==> src/rtl/uart_pkg.sv <==
// Shared types and defaults for the configurable UART receiver.
// Parity encodings, receiver FSM states, default parameters.
package uart_pkg;

  localparam int DEF_DATABITS   = 8;
  localparam int DEF_OVERSAMPLE = 16;
  localparam int DEF_FIFO_DEPTH = 4;
  localparam int DEF_DIV_WIDTH  = 16;

  localparam logic [1:0] PAR_NONE  = 2'b00;
  localparam logic [1:0] PAR_EVEN  = 2'b01;
  localparam logic [1:0] PAR_ODD   = 2'b10;
  localparam logic [1:0] PAR_NONE3 = 2'b11;

  typedef enum logic [2:0] {
    S_IDLE,
    S_START,
    S_DATA,
    S_PARITY,
    S_STOP
  } rx_state_e;

endpackage

==> src/rtl/uart_sync_fifo.sv <==
// Show-ahead receive FIFO for the UART receiver.
// A push when full only lands if a pop frees the slot.
module uart_sync_fifo #(
  parameter int WIDTH = 10,
  parameter int DEPTH = 4
) (
  input  logic                         clk,
  input  logic                         reset,
  input  logic                         push,
  input  logic [WIDTH-1:0]             din,
  input  logic                         pop,
  output logic [WIDTH-1:0]             dout,
  output logic                         valid,
  output logic [$clog2(DEPTH+1)-1:0]   count,
  output logic                         drop
);

  localparam int PW = $clog2(DEPTH);
  localparam int CW = $clog2(DEPTH+1);

  logic [WIDTH-1:0] mem [DEPTH];
  logic [PW-1:0]    wr_q, wr_d, rd_q, rd_d;
  logic [CW-1:0]    count_q, count_d;
  logic             full, empty, do_pop, do_push;

  assign full    = (count_q == CW'(DEPTH));
  assign empty   = (count_q == '0);
  assign do_pop  = pop & ~empty;
  assign do_push = push & (~full | do_pop);
  assign drop    = push & full & ~do_pop;
  assign valid   = ~empty;
  assign count   = count_q;
  assign dout    = empty ? '0 : mem[rd_q];

  // Pointer and occupancy update.
  always_comb begin
    wr_d    = do_push ? wr_q + PW'(1) : wr_q;
    rd_d    = do_pop  ? rd_q + PW'(1) : rd_q;
    count_d = count_q;
    if (do_push && !do_pop)
      count_d = count_q + CW'(1);
    else if (do_pop && !do_push)
      count_d = count_q - CW'(1);
  end

  // Storage array; contents are masked while empty.
  always_ff @(posedge clk) begin
    if (do_push)
      mem[wr_q] <= din;
  end

  // Pointer and count registers.
  always_ff @(posedge clk or negedge reset) begin
    if (!reset) begin
      wr_q    <= '0;
      rd_q    <= '0;
      count_q <= '0;
    end else begin
      wr_q    <= wr_d;
      rd_q    <= rd_d;
      count_q <= count_d;
    end
  end

endmodule

==> src/rtl/uart_rx_cfg.sv <==
// Oversampling UART receiver with runtime baud/parity/stop config.
// Frames and their error flags queue in a small show-ahead FIFO.
module uart_rx_cfg
  import uart_pkg::*;
#(
  parameter int DATABITS   = DEF_DATABITS,
  parameter int OVERSAMPLE = DEF_OVERSAMPLE,
  parameter int FIFO_DEPTH = DEF_FIFO_DEPTH,
  parameter int DIV_WIDTH  = DEF_DIV_WIDTH
) (
  input  logic                              clk,
  input  logic                              reset,
  input  logic                              rx_line,
  input  logic [DIV_WIDTH-1:0]              baud_div,
  input  logic [1:0]                        parity_mode,
  input  logic                              stop_bits,
  input  logic                              rd_en,
  input  logic                              clr_overrun,
  output logic [DATABITS-1:0]               rd_data,
  output logic                              rd_valid,
  output logic                              parity_error,
  output logic                              framing_error,
  output logic                              overrun,
  output logic [$clog2(FIFO_DEPTH+1)-1:0]   fifo_count
);

  localparam int OSW = $clog2(OVERSAMPLE);
  localparam int BW  = $clog2(DATABITS);
  localparam int FW  = DATABITS + 2;
  localparam logic [OSW-1:0] OS_LAST = OSW'(OVERSAMPLE-1);
  localparam logic [OSW-1:0] OS_MID  = OSW'(OVERSAMPLE/2);
  localparam logic [OSW-1:0] OS_M1   = OSW'(OVERSAMPLE/2-1);
  localparam logic [OSW-1:0] OS_P1   = OSW'(OVERSAMPLE/2+1);

  rx_state_e            state_q, state_d;
  logic                 sync1_q, sync2_q, prev_q;
  logic [DIV_WIDTH-1:0] div_cnt_q, div_cnt_d;
  logic [DIV_WIDTH-1:0] div_act_q, div_act_d, div_eff;
  logic [OSW-1:0]       os_cnt_q, os_cnt_d;
  logic                 smp0_q, smp0_d, smp1_q, smp1_d;
  logic [BW-1:0]        bit_idx_q, bit_idx_d;
  logic [DATABITS-1:0]  shreg_q, shreg_d;
  logic [1:0]           pmode_q, pmode_d;
  logic                 stop2_q, stop2_d, stop_idx_q, stop_idx_d;
  logic                 perr_q, perr_d, ferr_q, ferr_d;
  logic                 push_q, push_d;
  logic [FW-1:0]        push_data_q, push_data_d;
  logic                 overrun_q, overrun_d;
  logic                 rx_s, fall, tick, maj, maj_tick, par_on;
  logic                 fifo_drop;
  logic [FW-1:0]        head;

  assign rx_s     = sync2_q;
  assign fall     = prev_q & ~rx_s;
  assign div_eff  = (div_act_q == '0) ? DIV_WIDTH'(1) : div_act_q;
  assign tick     = (div_cnt_q == div_eff - DIV_WIDTH'(1));
  assign maj      = (smp0_q & smp1_q) | (smp0_q & rx_s) | (smp1_q & rx_s);
  assign maj_tick = tick && (os_cnt_q == OS_P1);
  assign par_on   = (pmode_q == PAR_EVEN) || (pmode_q == PAR_ODD);

  // Two-flop synchroniser plus a delayed copy for edge detection.
  always_ff @(posedge clk or negedge reset) begin
    if (!reset) begin
      sync1_q <= 1'b1;
      sync2_q <= 1'b1;
      prev_q  <= 1'b1;
    end else begin
      sync1_q <= rx_line;
      sync2_q <= sync1_q;
      prev_q  <= sync2_q;
    end
  end

  // Tick/oversample timing and the frame state machine.
  always_comb begin
    state_d     = state_q;
    div_cnt_d   = div_cnt_q + DIV_WIDTH'(1);
    div_act_d   = div_act_q;
    os_cnt_d    = os_cnt_q;
    smp0_d      = smp0_q;
    smp1_d      = smp1_q;
    bit_idx_d   = bit_idx_q;
    shreg_d     = shreg_q;
    pmode_d     = pmode_q;
    stop2_d     = stop2_q;
    stop_idx_d  = stop_idx_q;
    perr_d      = perr_q;
    ferr_d      = ferr_q;
    push_d      = 1'b0;
    push_data_d = push_data_q;
    if (tick) begin
      div_cnt_d = '0;
      div_act_d = baud_div;
      os_cnt_d  = (os_cnt_q == OS_LAST) ? '0 : os_cnt_q + OSW'(1);
    end
    if (tick && os_cnt_q == OS_M1)
      smp0_d = rx_s;
    if (tick && os_cnt_q == OS_MID)
      smp1_d = rx_s;
    unique case (state_q)
      S_IDLE: begin
        if (fall) begin
          state_d   = S_START;
          div_cnt_d = '0;
          os_cnt_d  = '0;
        end
      end
      S_START: begin
        if (tick && os_cnt_q == OS_MID) begin
          if (rx_s) begin
            state_d = S_IDLE;
          end else begin
            pmode_d    = parity_mode;
            stop2_d    = stop_bits;
            perr_d     = 1'b0;
            ferr_d     = 1'b0;
            bit_idx_d  = '0;
            stop_idx_d = 1'b0;
          end
        end else if (maj_tick) begin
          state_d = S_DATA;
        end
      end
      S_DATA: begin
        if (maj_tick) begin
          shreg_d = {maj, shreg_q[DATABITS-1:1]};
          if (bit_idx_q == BW'(DATABITS-1))
            state_d = par_on ? S_PARITY : S_STOP;
          else
            bit_idx_d = bit_idx_q + BW'(1);
        end
      end
      S_PARITY: begin
        if (maj_tick) begin
          perr_d  = ((^shreg_q) ^ maj) != (pmode_q == PAR_ODD);
          state_d = S_STOP;
        end
      end
      S_STOP: begin
        if (maj_tick) begin
          if (stop2_q && !stop_idx_q) begin
            stop_idx_d = 1'b1;
            ferr_d     = ferr_q | ~maj;
          end else begin
            push_d      = 1'b1;
            push_data_d = {ferr_q | ~maj, perr_q, shreg_q};
            state_d     = S_IDLE;
          end
        end
      end
      default: state_d = S_IDLE;
    endcase
  end

  // Receiver state registers.
  always_ff @(posedge clk or negedge reset) begin
    if (!reset) begin
      state_q     <= S_IDLE;
      div_cnt_q   <= '0;
      div_act_q   <= '0;
      os_cnt_q    <= '0;
      smp0_q      <= 1'b1;
      smp1_q      <= 1'b1;
      bit_idx_q   <= '0;
      shreg_q     <= '0;
      pmode_q     <= PAR_NONE;
      stop2_q     <= 1'b0;
      stop_idx_q  <= 1'b0;
      perr_q      <= 1'b0;
      ferr_q      <= 1'b0;
      push_q      <= 1'b0;
      push_data_q <= '0;
      overrun_q   <= 1'b0;
    end else begin
      state_q     <= state_d;
      div_cnt_q   <= div_cnt_d;
      div_act_q   <= div_act_d;
      os_cnt_q    <= os_cnt_d;
      smp0_q      <= smp0_d;
      smp1_q      <= smp1_d;
      bit_idx_q   <= bit_idx_d;
      shreg_q     <= shreg_d;
      pmode_q     <= pmode_d;
      stop2_q     <= stop2_d;
      stop_idx_q  <= stop_idx_d;
      perr_q      <= perr_d;
      ferr_q      <= ferr_d;
      push_q      <= push_d;
      push_data_q <= push_data_d;
      overrun_q   <= overrun_d;
    end
  end

  // Sticky overrun; a fresh drop beats a clear.
  always_comb begin
    overrun_d = overrun_q;
    if (fifo_drop)
      overrun_d = 1'b1;
    else if (clr_overrun)
      overrun_d = 1'b0;
  end

  uart_sync_fifo #(
    .WIDTH (FW),
    .DEPTH (FIFO_DEPTH)
  ) u_fifo (
    .clk   (clk),
    .reset (reset),
    .push  (push_q),
    .din   (push_data_q),
    .pop   (rd_en),
    .dout  (head),
    .valid (rd_valid),
    .count (fifo_count),
    .drop  (fifo_drop)
  );

  assign rd_data       = head[DATABITS-1:0];
  assign parity_error  = head[DATABITS];
  assign framing_error = head[DATABITS+1];
  assign overrun       = overrun_q;

endmodule

==> config.mk <==
export PLATFORM = sky130hd
export DESIGN_NAME = uart_rx_cfg
export DESIGN_NICKNAME = d
export VERILOG_FILES = /design/src/rtl/uart_pkg.sv /design/src/rtl/uart_sync_fifo.sv /design/src/rtl/uart_rx_cfg.sv
export SDC_FILE = /design/constraint.sdc
export NUM_CORES = 1
export LEC_CHECK = 0
export ABC_AREA = 1
export CAP_MARGIN = 20
export CORE_UTILIZATION = 60
export CTS_CLUSTER_SIZE = 20
export DETAILED_ROUTE_END_ITERATION = 10
export PLACE_DENSITY = 0.8
export SLEW_MARGIN = 20
export SYNTH_ARGS = -nofsm -noshare
export SYNTH_HDL_FRONTEND = slang
export SYNTH_SLANG_ARGS = --single-unit
==> constraint.sdc <==
create_clock -name clk -period 5.5 [get_ports clk]
set_input_delay 0.55 -clock clk [delete_from_list [all_inputs] [get_ports clk]]
set_output_delay 0.55 -clock clk [all_outputs]
set_load 0.01 [all_outputs]
* Word level (Yosys, flattened, before mapping)
Memory sizes are Yosys's and may differ from the RTL's. Cells that the tools add are included.
Cells by class: add/subtract/negate cells 8, equality and inequality tests 26, multiplexer cells 44, bitwise logic cells 19, reduce and logical (&&, ||, !) cells 26
Operator list (number):
- $mux W16 | 4
- $mux W3 | 16
- $ne A2 B2 Y1 const B | 10
- $add A16 B1 Y16 const B | 1
- $eq A16 B16 Y1 | 1
- $logic_not A16 Y1 | 1
- $mux W4 | 4
- $sub A16 B1 Y16 const B | 1
- $pmux W3 S5 | 1
- $mux W1 | 14
- $eq A4 B4 Y1 const B | 3
- $mux W10 | 1
- $reduce_and A5 Y1 | 2
- $reduce_bool A2 Y1 | 5
- $eq A3 B3 Y1 const B | 3
- $and A1 B1 Y1 | 8
- $reduce_and A8 Y1 | 1
- $reduce_xor A8 Y1 | 1
- $add A3 B1 Y3 const B | 2
- $eq A3 B2 Y1 const B | 2
- $logic_and A1 B1 Y1 | 6
- $logic_not A3 Y1 | 2
- $ne A3 B3 Y1 const B | 2
- $not A1 Y1 | 6
- other kinds (17) | 26
Word-level totals: bits in registers 80, memory bits (writable) 40, input bits 24, output and inout bits 15, word-level logic and storage cells 146, memories 1
Memories:
- u_fifo.mem | words 4, width 10, rd ports 1, clocked after Yosys merged registers in 0, write ports 1, RTL line uart_sync_fifo.sv:21 | logic [WIDTH-1:0] mem [DEPTH];

* Logic depth before layout (Yosys ltp)
Gate-level depths: netlist of the first run.
word-level depth 9, depth in mapped cells 25, mapped depth without buffers 24

* Hierarchy
Synthesis of the first run repeated with hierarchy kept, for this count alone.
Unflattened totals: cell total of the unflattened synthesis 796, area, all modules 6520.0 um^2
By module, submodules not included:
- uart_rx_cfg | instances 1, cells an instance 580, area an instance 4385.5 um^2, sequential area each 1833.0 um^2
- uart_sync_fifo | instances 1, cells an instance 216, area an instance 2134.5 um^2, sequential area each 1376.3 um^2

* Worst setup path after synthesis of the first run
No wires, ideal clock.
path type reg-to-reg, start point reg div_act_q[4], end point reg push_data_q[0], setup time 117 ps, data arrival time 2606 ps, required time 5383 ps, slack 2777 ps, stages on the path, launching flop included 20, buffers on the path 1, period minus slack after synthesis 2723 ps, cells stage by stage dfrtp_1 -> nor2_2 -> nand2_4 -> nor2_1 -> nand2_1 -> nand2_1 -> inv_1 -> ha_1 -> nand2_4 -> nor2_8 -> nand2_1 -> xor2_1 -> nand3_1 -> nor2_2 -> nand4_4 -> clkinv_2 -> nand3_4 -> buf_6 -> nand2_1 -> nand2_1
On the way: word-level cells in the longest chain between the ends 6
Ends and longest elaborated chain:
- start, declared | RTL line uart_rx_cfg.sv:38 | logic [DIV_WIDTH-1:0] div_act_q, div_act_d, div_eff;
- start signal, assigned | RTL line uart_rx_cfg.sv:177 | div_act_q <= div_act_d;
- $logic_not A16 Y1 | RTL line uart_rx_cfg.sv:55 | assign div_eff = (div_act_q == '0) ? DIV_WIDTH'(1) : div_act_q;
- $mux W16 (*) | RTL line uart_rx_cfg.sv:55
- $sub A16 B1 Y16 (*) | RTL line uart_rx_cfg.sv:56 | assign tick = (div_cnt_q == div_eff - DIV_WIDTH'(1));
- $eq A16 B16 Y1 (*) | RTL line uart_rx_cfg.sv:56
- $logic_and A1 B1 Y1 (*) | RTL line uart_rx_cfg.sv:58 | assign maj_tick = tick && (os_cnt_q == OS_P1);
- $reduce_and A3 Y1 (no line) (*)
- end signal, assigned | RTL line uart_rx_cfg.sv:189 | push_data_q <= push_data_d;
- end, declared | RTL line uart_rx_cfg.sv:47 | logic [FW-1:0] push_data_q, push_data_d;
Every way passes the cells marked *; elsewhere a longest branch is shown, timed or not. A chain may end at the register's enable or synchronous reset.

* Worst setup path in the final report of the first run
start point reg div_act_q[2], end point reg bit_idx_q[1]
On the way: word-level cells in the longest chain between the ends 7, elaborated cells on any way between the ends 9, those cells by class 1 x add/sub; 3 x eq/ne; 1 x mux; 4 x reduce/logical
Ends and longest elaborated chain:
- $logic_not A16 Y1 | RTL line uart_rx_cfg.sv:55
- $mux W16 (*) | RTL line uart_rx_cfg.sv:55
- $sub A16 B1 Y16 (*) | RTL line uart_rx_cfg.sv:56
- $eq A16 B16 Y1 (*) | RTL line uart_rx_cfg.sv:56
- $logic_and A1 B1 Y1 (on tied branches) | RTL line uart_rx_cfg.sv:109, uart_rx_cfg.sv:58
- $ne A2 B2 Y1 (no line)
- $reduce_and A5 Y1 (no line) (*)
- end signal, assigned | RTL line uart_rx_cfg.sv:181 | bit_idx_q <= bit_idx_d;
- end, declared | RTL line uart_rx_cfg.sv:41 | logic [BW-1:0] bit_idx_q, bit_idx_d;
Marked as above.

==> reports/summary.txt, run 1 <==
PostCTS Resize Cnt - 0
Clock root cell - clkbuf_8
GRT overflow - 0
CTS clk-pin slew, worst paths - 60 ps
Area delta synth->final - 15.5%
Endpoints failing hold - 0
Port Buffers - 38
Fmax achieved - 238 MHz
# fillers - 748
Clk_skew - 12.0 ps
Routed len/inst - 15.1 µm
CTS Hold Bufs - 0
Std-Cell Rows - 36
Die ar. - 10900 µm²
Peak supply drop - 0.000259 V
CP Cell Sequence - nor2_8 > nand2_1 > nor2_1 > nand2_1 > nand2_1 > inv_1 > ha_1 > nand2_4 > nor2_8 > nand4_1 > nand2_1 > inv_1 > nor2_2 > nand3_1 > nor2_4 > nand2_2 > nor2_4 > nand4_2 > nand2_1 > nand2_1 > nand2_1 > nand2_1
H-tree depth - 4
Post-Route WL - 13.4 mm
Vias after detailed routing - 4787
Final TNS setup - 0 ps
Starting Density - 62.9%
Distinct cells, synth - 48
Seq/Total Area, Yosys - 51.2%
Die X-Extent - 104 µm
Critical Path Sink Type - flip-flop
Initial antenna violation count - 0
Final ANT Viol Nets - 0
CP Data Arrival Time - 4620 ps
Fin crit period - 4200 ps
Syn avg cell area - 8.94 µm²
Area contributors post-synth - dfrtp_1, edfxtp_1, nand2_1, nor2_1, inv_1
Most frequent cells after synthesis - nand2_1, nor2_1, inv_1
Critical path's most frequent cell - nand2_1
Tot GR Track Use - 26.9%
Final #Nets - 779
Setup bufs post-CTS - 0
Dominant synthesized flop cell - dfrtp_1
Post-DP HPWL - 9.62 mm
Share of cells above drive strength 1 - 9.42%
Final period util - 76.4%
Core area - 9950 µm²
DRC Markers - 0
Max cap viols - 0
CP max-delay cell - dfrtp_1
Startpoint Class - flip-flop
N_diodes - 0
Vias in the first global route - 4747
TritonCTS clock tree - built
Synth warn - 0
CTS Buf Count - 17
Worst rel slew slack - 38.2%
Clk Latency, worst-skew pair - 520 ps
# IOs - 39
Most frequent cell after synthesis - nand2_1
RSZ-0062 raised after global routing - false
Share of the synthesized area in the top cell type - 30.0%
Final GP Congestion - 0.907
DRT Pass-1 Iters - 6
Worst Hold Class - primary input to async pin
Post-synth EDFFs - 40
Worst-Margin Slew - 923 ps
Routed vias/inst - 5.40
Post-Syn Nets - 739
Max stage delay on crit path - 560 ps
Final Max Slew Viols - 0
Post-route cell area - 7240 µm²
Yosys reg bits - 120
Mapped Cells - 701
Dpl cells - 855
Fin cells - 887
CP top delay family - simple AND/OR/NAND/NOR gates
Data required, critical path - 5920 ps
Crit-path max FO - 33
Largest net degree at the start of global routing - 81
Worst setup path class - flip-flop to flip-flop
Overall power - 2740 µW
CP bufs+invs - 2
Area after DPL - 6710 µm²
CTS Buffer Depth - 2
Cell area after synthesis - 6270 µm²
Post-synth ARST share - 66.7%
Setup violators final - 0
Leakage - 0.00305 µW
First-pass GRT wire length - 22.7 mm
DRT iter0 DRCs - 261
Result of the run - completed
Power density cells - 378 nW/µm²
Largest area contributor in the netlist - dfrtp_1
Clk sink count - 120
Die height - 104 µm
-- worst register-to-register path: stages, from the launching register on --
cell	delay [ps]
dfrtp_1	560
nor2_8	80
nand2_1	110
nor2_1	60
nand2_1	290
nand2_1	120
inv_1	150
ha_1	270
nand2_4	120
nor2_8	180
nand4_1	120
nand2_1	80
inv_1	40
nor2_2	120
nand3_1	130
nor2_4	180
nand2_2	80
nor2_4	520
nand4_2	400
nand2_1	250
nand2_1	110
nand2_1	80
nand2_1	50
-- cell families (layout without fill, tap and decap cells) --
kind of cell               Yosys count  count (layout)  share of synthesized area, %
and+or+nand+nor                    329             329                          24.1
DFF                                120             120                          51.2
buffers and inverters               98             151                          6.55
AOI/OAI and AO/OA                   92              92                          8.21
xor gates and xnor gates            47              47                          6.79
adders and majority gates           14              14                          2.92
muxes                                1               1                         0.180
-- stage by stage --
step	util [%]	hold slack, ps	setup WS (ps)
floorplan	-	254	2780
global placement	67.4	350	1550
detailed placement	67.4	349	1320
CTS	72.7	232	1300
global route	72.7	131	813
finish	72.7	67.5	1300
-- sequential cells by signal, summed over array words and instances (netlist names) --
name          flops
ferr_q            1
bit_idx_q         3
u_fifo.rd_q       2
u_fifo.count      3
os_cnt_q          4
div_cnt_q        16
push_q            1
stop2_q           1
shreg_q           8
rx_s              1
prev_q            1
push_data_q      10
u_fifo.wr_q       2
sync1_q           1
perr_q            1
smp0_q            1
smp1_q            1
state_q           3
overrun           1
u_fifo.mem       40
div_act_q        16
pmode_q           2
stop_idx_q        1
-- power by group --
group          switching (µW)  internal (µW)
sequential                102            985
combinational             369            294
clock                     388            597
total                     859           1880
-- worst paths after layout --
check	start	cells after the start	endpoint	slack, ps
setup / recovery	div_act_q[2]	22	bit_idx_q[1]	1300
hold / removal	reset	1	u_fifo.count[0]	70
setup reg to reg	div_act_q[2]	22	bit_idx_q[1]	1300
hold reg to reg	sync1_q	0	rx_s	360
max in group asynchronous	reset	1	push_data_q[0]	4940
min in group clk	sync1_q	0	rx_s	360
-- metal layers --
metal | up-vias | wire [µm] | track usage (%) | share of wire (%)
li1 | 2365 | - | - | -
met1 | 2271 | 6110 | 36.0 | 46
met2 | 131 | 6430 | 43.6 | 48
met3 | 20 | 583 | 5.45 | 4.4
met4 | 0 | 244 | 10.0 | 1.8
met5 | - | 0 | 0 | 0
-- area by class of cell --
type	count	area (µm²)	share of cell area (%)
tap	133	166	2.30
timing repair buffer	38	382	5.27
clock inverter	12	105	1.45
clock buffer	20	425	5.88
sequential	120	3210	44.3
multi-input combinational	483	2650	36.6
inverter	81	305	4.22
-- cell usage in the layout (no fill, tap or decap), drive strengths merged, types with 2 or more instances in the layout --
master,synthesis,final
o2111ai,2,2
ha,13,13
clkbuf,7,20
xnor2,16,16
nand4,16,16
inv,79,81
nor3,12,12
xor2,30,30
nand2,147,147
clkdlybuf4s50,0,37
edfxtp,40,40
dfstp,5,5
clkinv,2,9
o21ai,63,63
a21oi,21,21
clkinvlp,0,2
nor2,109,109
nor4,3,3
o21bai,2,2
nand3,33,33
nand3b,7,7
dfrtp,75,75
No activity file was read; power rests on OpenSTA's default activity.
==> run 2: changes to the inputs <==
clock period = 4 ns   (was 5.5 ns; I/O delays follow)
==> reports/summary.txt, run 2 (synthesis results as in run 1) <==
Result of the run - completed
DRC Markers - 0
Critical path's most frequent cell - nand2_1
TritonCTS clock tree - built
CTS Buffer Depth - 2
CTS Buf Count - 17
Data required, critical path - 4400 ps
Fin crit period - 3480 ps
Critical Path Sink Type - flip-flop
RSZ-0062 raised after global routing - false
Multi-input gate area - 2650 µm²
Fmax achieved - 287 MHz
FF-to-FF setup slack - 520 ps
Top flop regs - u_fifo.mem (40), div_act_q (16), div_cnt_q (16)
H-tree depth - 4
Std-Cell Rows - 36
DRT Pass-1 Iters - 6
Vias in the first global route - 4502
Area after DPL - 6730 µm²
Post-Route WL - 13.0 mm
DRT iter0 DRCs - 289
Peak supply drop - 0.000347 V
Post-DP HPWL - 9.28 mm
Starting Density - 62.9%
Startpoint Class - flip-flop
Max cap viols - 0
Vias after detailed routing - 4711
CP Cell Sequence - nor2_8 > nand2_1 > nor2_1 > nand2_1 > nand2_1 > inv_1 > ha_1 > nand2_4 > nor2_8 > nand2_1 > xor2_1 > nand3_1 > nor2_2 > nand2_2 > nor2_4 > nand4_2 > nand2_1 > nand2_1 > nand2_1 > nand2_1
Die ar. - 10900 µm²
First-pass GRT wire length - 21.7 mm
Clk Latency, worst-skew pair - 510 ps
Most frequent cells in the layout - nand2_1, nor2_1, inv_1
Final ANT Viol Nets - 0
# fillers - 770
Clock root cell - clkbuf_8
Area delta synth->final - 15.7%
Endpoints failing hold - 0
Final period util - 87.0%
Share of cells above drive strength 1 - 9.51%
Final #Nets - 783
Leakage - 0.00305 µW
CP Data Arrival Time - 3880 ps
GRT overflow - 0
Die height - 104 µm
Die X-Extent - 104 µm
Initial antenna violation count - 0
Clk sink count - 120
Setup bufs post-CTS - 0
Post-route cell area - 7250 µm²
Setup violators final - 0
Power density cells - 508 nW/µm²
Worst Hold Class - primary input to flip-flop
Commonest non-fill, non-tap cell in the layout - nand2_1
Worst-Margin Slew - 937 ps
CTS clk-pin slew, worst paths - 60 ps
Largest net degree at the start of global routing - 81
CTS Hold Bufs - 0
Register Area - 3210 µm²
Final GP Congestion - 0.878
Worst setup path class - flip-flop to flip-flop
Final TNS setup - 0 ps
Max stage delay on crit path - 600 ps
Routed len/inst - 14.6 µm
WHS - 292 ps
N_diodes - 0
Tot GR Track Use - 25.8%
CP top delay family - simple AND/OR/NAND/NOR gates
CP bufs+invs - 1
Core area - 9950 µm²
Crit-path max FO - 11
Routed vias/inst - 5.29
PostCTS Resize Cnt - 0
Most flops, register - u_fifo.mem
Max reg flops - 40
Final Max Slew Viols - 0
CP max-delay cell - dfrtp_1
Worst rel slew slack - 37.3%
Port Buffers - 38
Clk_skew - 6.78 ps
# IOs - 39
run 2: worst paths after layout:
path                                   start               to  cells after the start
max in group asynchronous              reset       shreg_q[1]                      2
worst min-delay path                 rx_line          sync1_q                      1
min in group asynchronous              reset  u_fifo.count[0]                      2
worst max-delay path            div_act_q[2]     bit_idx_q[0]                     20
worst min register to register       sync1_q             rx_s                      0
worst max register to register  div_act_q[2]     bit_idx_q[0]                     20
run 2: power breakdown:
part	switching, µW	total (µW)	internal (µW)
Sequential	142	1500	1350
Combinational	498	904	406
Clock	526	1280	754
run 2: layer usage:
layer,share of wire [%],global-route usage [%]
met1,46,35.6
met2,48,40.7
met3,5.4,6.20
met4,0.77,7.65
met5,0,0
run 2: final cells by class:
| type | count | area share [%] |
|---|---|---|
| clock buffers | 20 | 5.87 |
| flip-flops and latches | 120 | 44.3 |
| well taps | 133 | 2.30 |
| multi-input cells | 483 | 36.5 |
| inverters | 81 | 4.21 |
| clock inverters | 11 | 1.10 |
| repair buffers | 42 | 5.71 |
run 2: through the flow:
stage	power, µW	setup slack [ps]	utilization (%)	std cells
global placement	2390	731	67.6	858
global route	3890	224	72.8	890
finish	3680	521	72.8	890
floorplan	2060	1280	-	701
detailed placement	2410	566	67.6	858
CTS	3700	547	72.7	889
==> RTL change: new RTL, settings of run 1 <==
Set the package constant `DEF_FIFO_DEPTH` to 8 (it was 4).
--- a/src/rtl/uart_pkg.sv
+++ b/src/rtl/uart_pkg.sv
@@ -4,7 +4,7 @@
 
   localparam int DEF_DATABITS   = 8;
   localparam int DEF_OVERSAMPLE = 16;
-  localparam int DEF_FIFO_DEPTH = 4;
+  localparam int DEF_FIFO_DEPTH = 8;
   localparam int DEF_DIV_WIDTH  = 16;
 
   localparam logic [1:0] PAR_NONE  = 2'b00;
Interface: changed (resized fifo_count); port bits go from 39 to 40. No check against the original RTL was run, so the function may have changed too.
==> RTL change against run 1 <==
Area after synthesis up 28%; register-to-register slack better by 590 ps; non-clock buffer count up 2; final area up 26%; synthesized cell count up 20%; worst setup slack better by 220 ps; final cell count up 20%; routed wire length up 22%; largest power group unchanged; power up 32%; fmax up 5.5%; sequential cell count up 43.
==> RTL change: results (changes against run 1) <==
Logic synthesis
  • Asr flop ratio synth: 0.5092 (-0.1575)
  • Commonest cells in the synthesized netlist: 169 x nand2_1, 115 x nor2_1, 83 x o21ai_0
  • Post-synth EDFFs: 80 (+100%)
  • Synth top area cells: edfxtp_1 30%, dfrtp_1 24%, nand2_1 7.9%, nor2_1 5.4%, o21ai_0 5.2%
  • Main flop type after synthesis: edfxtp_1
  • Sequential share of the synthesized area: 0.5608 (+0.04859)
  • Mapped Nets: 881 (+19%)

Clocking
  • Worst skew pair latency: 430 ps (-90 ps)

Placed design
  • Cell Area, Placed: 0.008492 mm² (+27%)

Layout
  • Fillers: 937 (+25%)
  • Net count reported at finish: 916 (+18%)
  • Top Registers: u_fifo.mem (80), div_act_q (16), div_cnt_q (16)
  • Share of cells above drive strength 1: 0.1021 (+0.007968)

GRT
  • Tot GR Track Use: 0.2536 (-0.01556)
  • Vias in the first global route: 5927 (+25%)
  • Global routing usage on met2: 0.4308 (-0.005347)
  • Largest net degree at the start of global routing: 84 (+3.7%)
  • Met3 Usage GRT: 0.05087 (-0.003639)

Critical path
  • FF-to-FF Start: div_act_q[3]
  • R2R Setup Slk: 1890 ps (+590 ps)
  • CP Launch Point: u_fifo.rd_q[0]
  • CP Max Fanout: 43 (+30%)

Status
  • Status: complete, no violations

STA
  • Worst clock skew: 10.35 ps (-1.671 ps)
  • Slew margin rel.: 0.3186 (-0.06375)

Power and ir drop
  • Lkg Pwr: 3.829 nW (+26%)
  • Peak supply drop: 0.1632 mV (-37%)

Routing
  • Pre-antenna DRT Iters: 5 (-1)
RTL change: cell families after synthesis:
| logic type | Yosys count | synth area share |
|---|---|---|
| flip-flops | 163 | 0.5608 |
| XOR/XNOR | 33 | 0.03613 |
| adder cells (fa/ha/maj) | 14 | 0.02284 |
| AO/OA/AOI/OAI | 132 | 0.09151 |
| AND/OR/NAND/NOR | 396 | 0.2359 |
| buffers and inverters | 105 | 0.05287 |
RTL change: final timing paths:
check,to,depth (start not counted)
min in group clk,rx_s,0
worst min register to register,rx_s,0
worst min-delay path,div_cnt_q[7],1
worst max register to register,div_act_q[8],17
max in group asynchronous,push_data_q[2],1
worst max-delay path,parity_error,7
RTL change: stage by stage:
step / instances / total power, mW / setup slack [ps] / hold WS, ps / utilization
final: 1063 / 3.621 / 1520 / 167.4 / 0.7086
after detailed placement: 1031 / 2.473 / 1960 / 348.2 / 0.6621
after CTS: 1063 / 3.632 / 1763 / 338.5 / 0.7083
after global placement: 1031 / 2.431 / 2034 / 346.7 / 0.6621
after floorplan: 843 / 2.086 / 2795 / 254.4 / -
after global routing: 1063 / 3.801 / 1185 / 228.1 / 0.7086
RTL change: worst register-to-register path: cells and delay by family (launching register included):
kind / cells / cell delay, ps
AOI/OAI and AO/OA: 2 / 610
xor gates and xnor gates: 1 / 200
adders and majority gates: 1 / 270
buffers and inverters: 3 / 750
DFF: 1 / 460
and+or+nand+nor: 10 / 1210
RTL change: per-layer routing:
layer	up-vias	wire, µm
met5	-	0
met4	0	371
met3	35	735
met2	194	8284
met1	2791	6971
li1	2875	-
RTL change: cell type report:
| class | count | area share |
|---|---|---|
| Timing Repair Buffer | 40 | 0.04392 |
| Multi-Input combinational cell | 575 | 0.3401 |
| Clock inverter | 15 | 0.01831 |
| Tap cell | 172 | 0.02368 |
| Sequential cell | 163 | 0.4936 |
| Inverter | 81 | 0.03359 |
| Clock buffer | 17 | 0.04681 |
RTL change: report_power, final:
| part | internal (mW) | switching [mW] | total [mW] |
|---|---|---|---|
| logic | 0.430 | 0.603 | 1.03 |
| registers | 1.34 | 0.0887 | 1.42 |
| clock network | 0.644 | 0.519 | 1.16 |
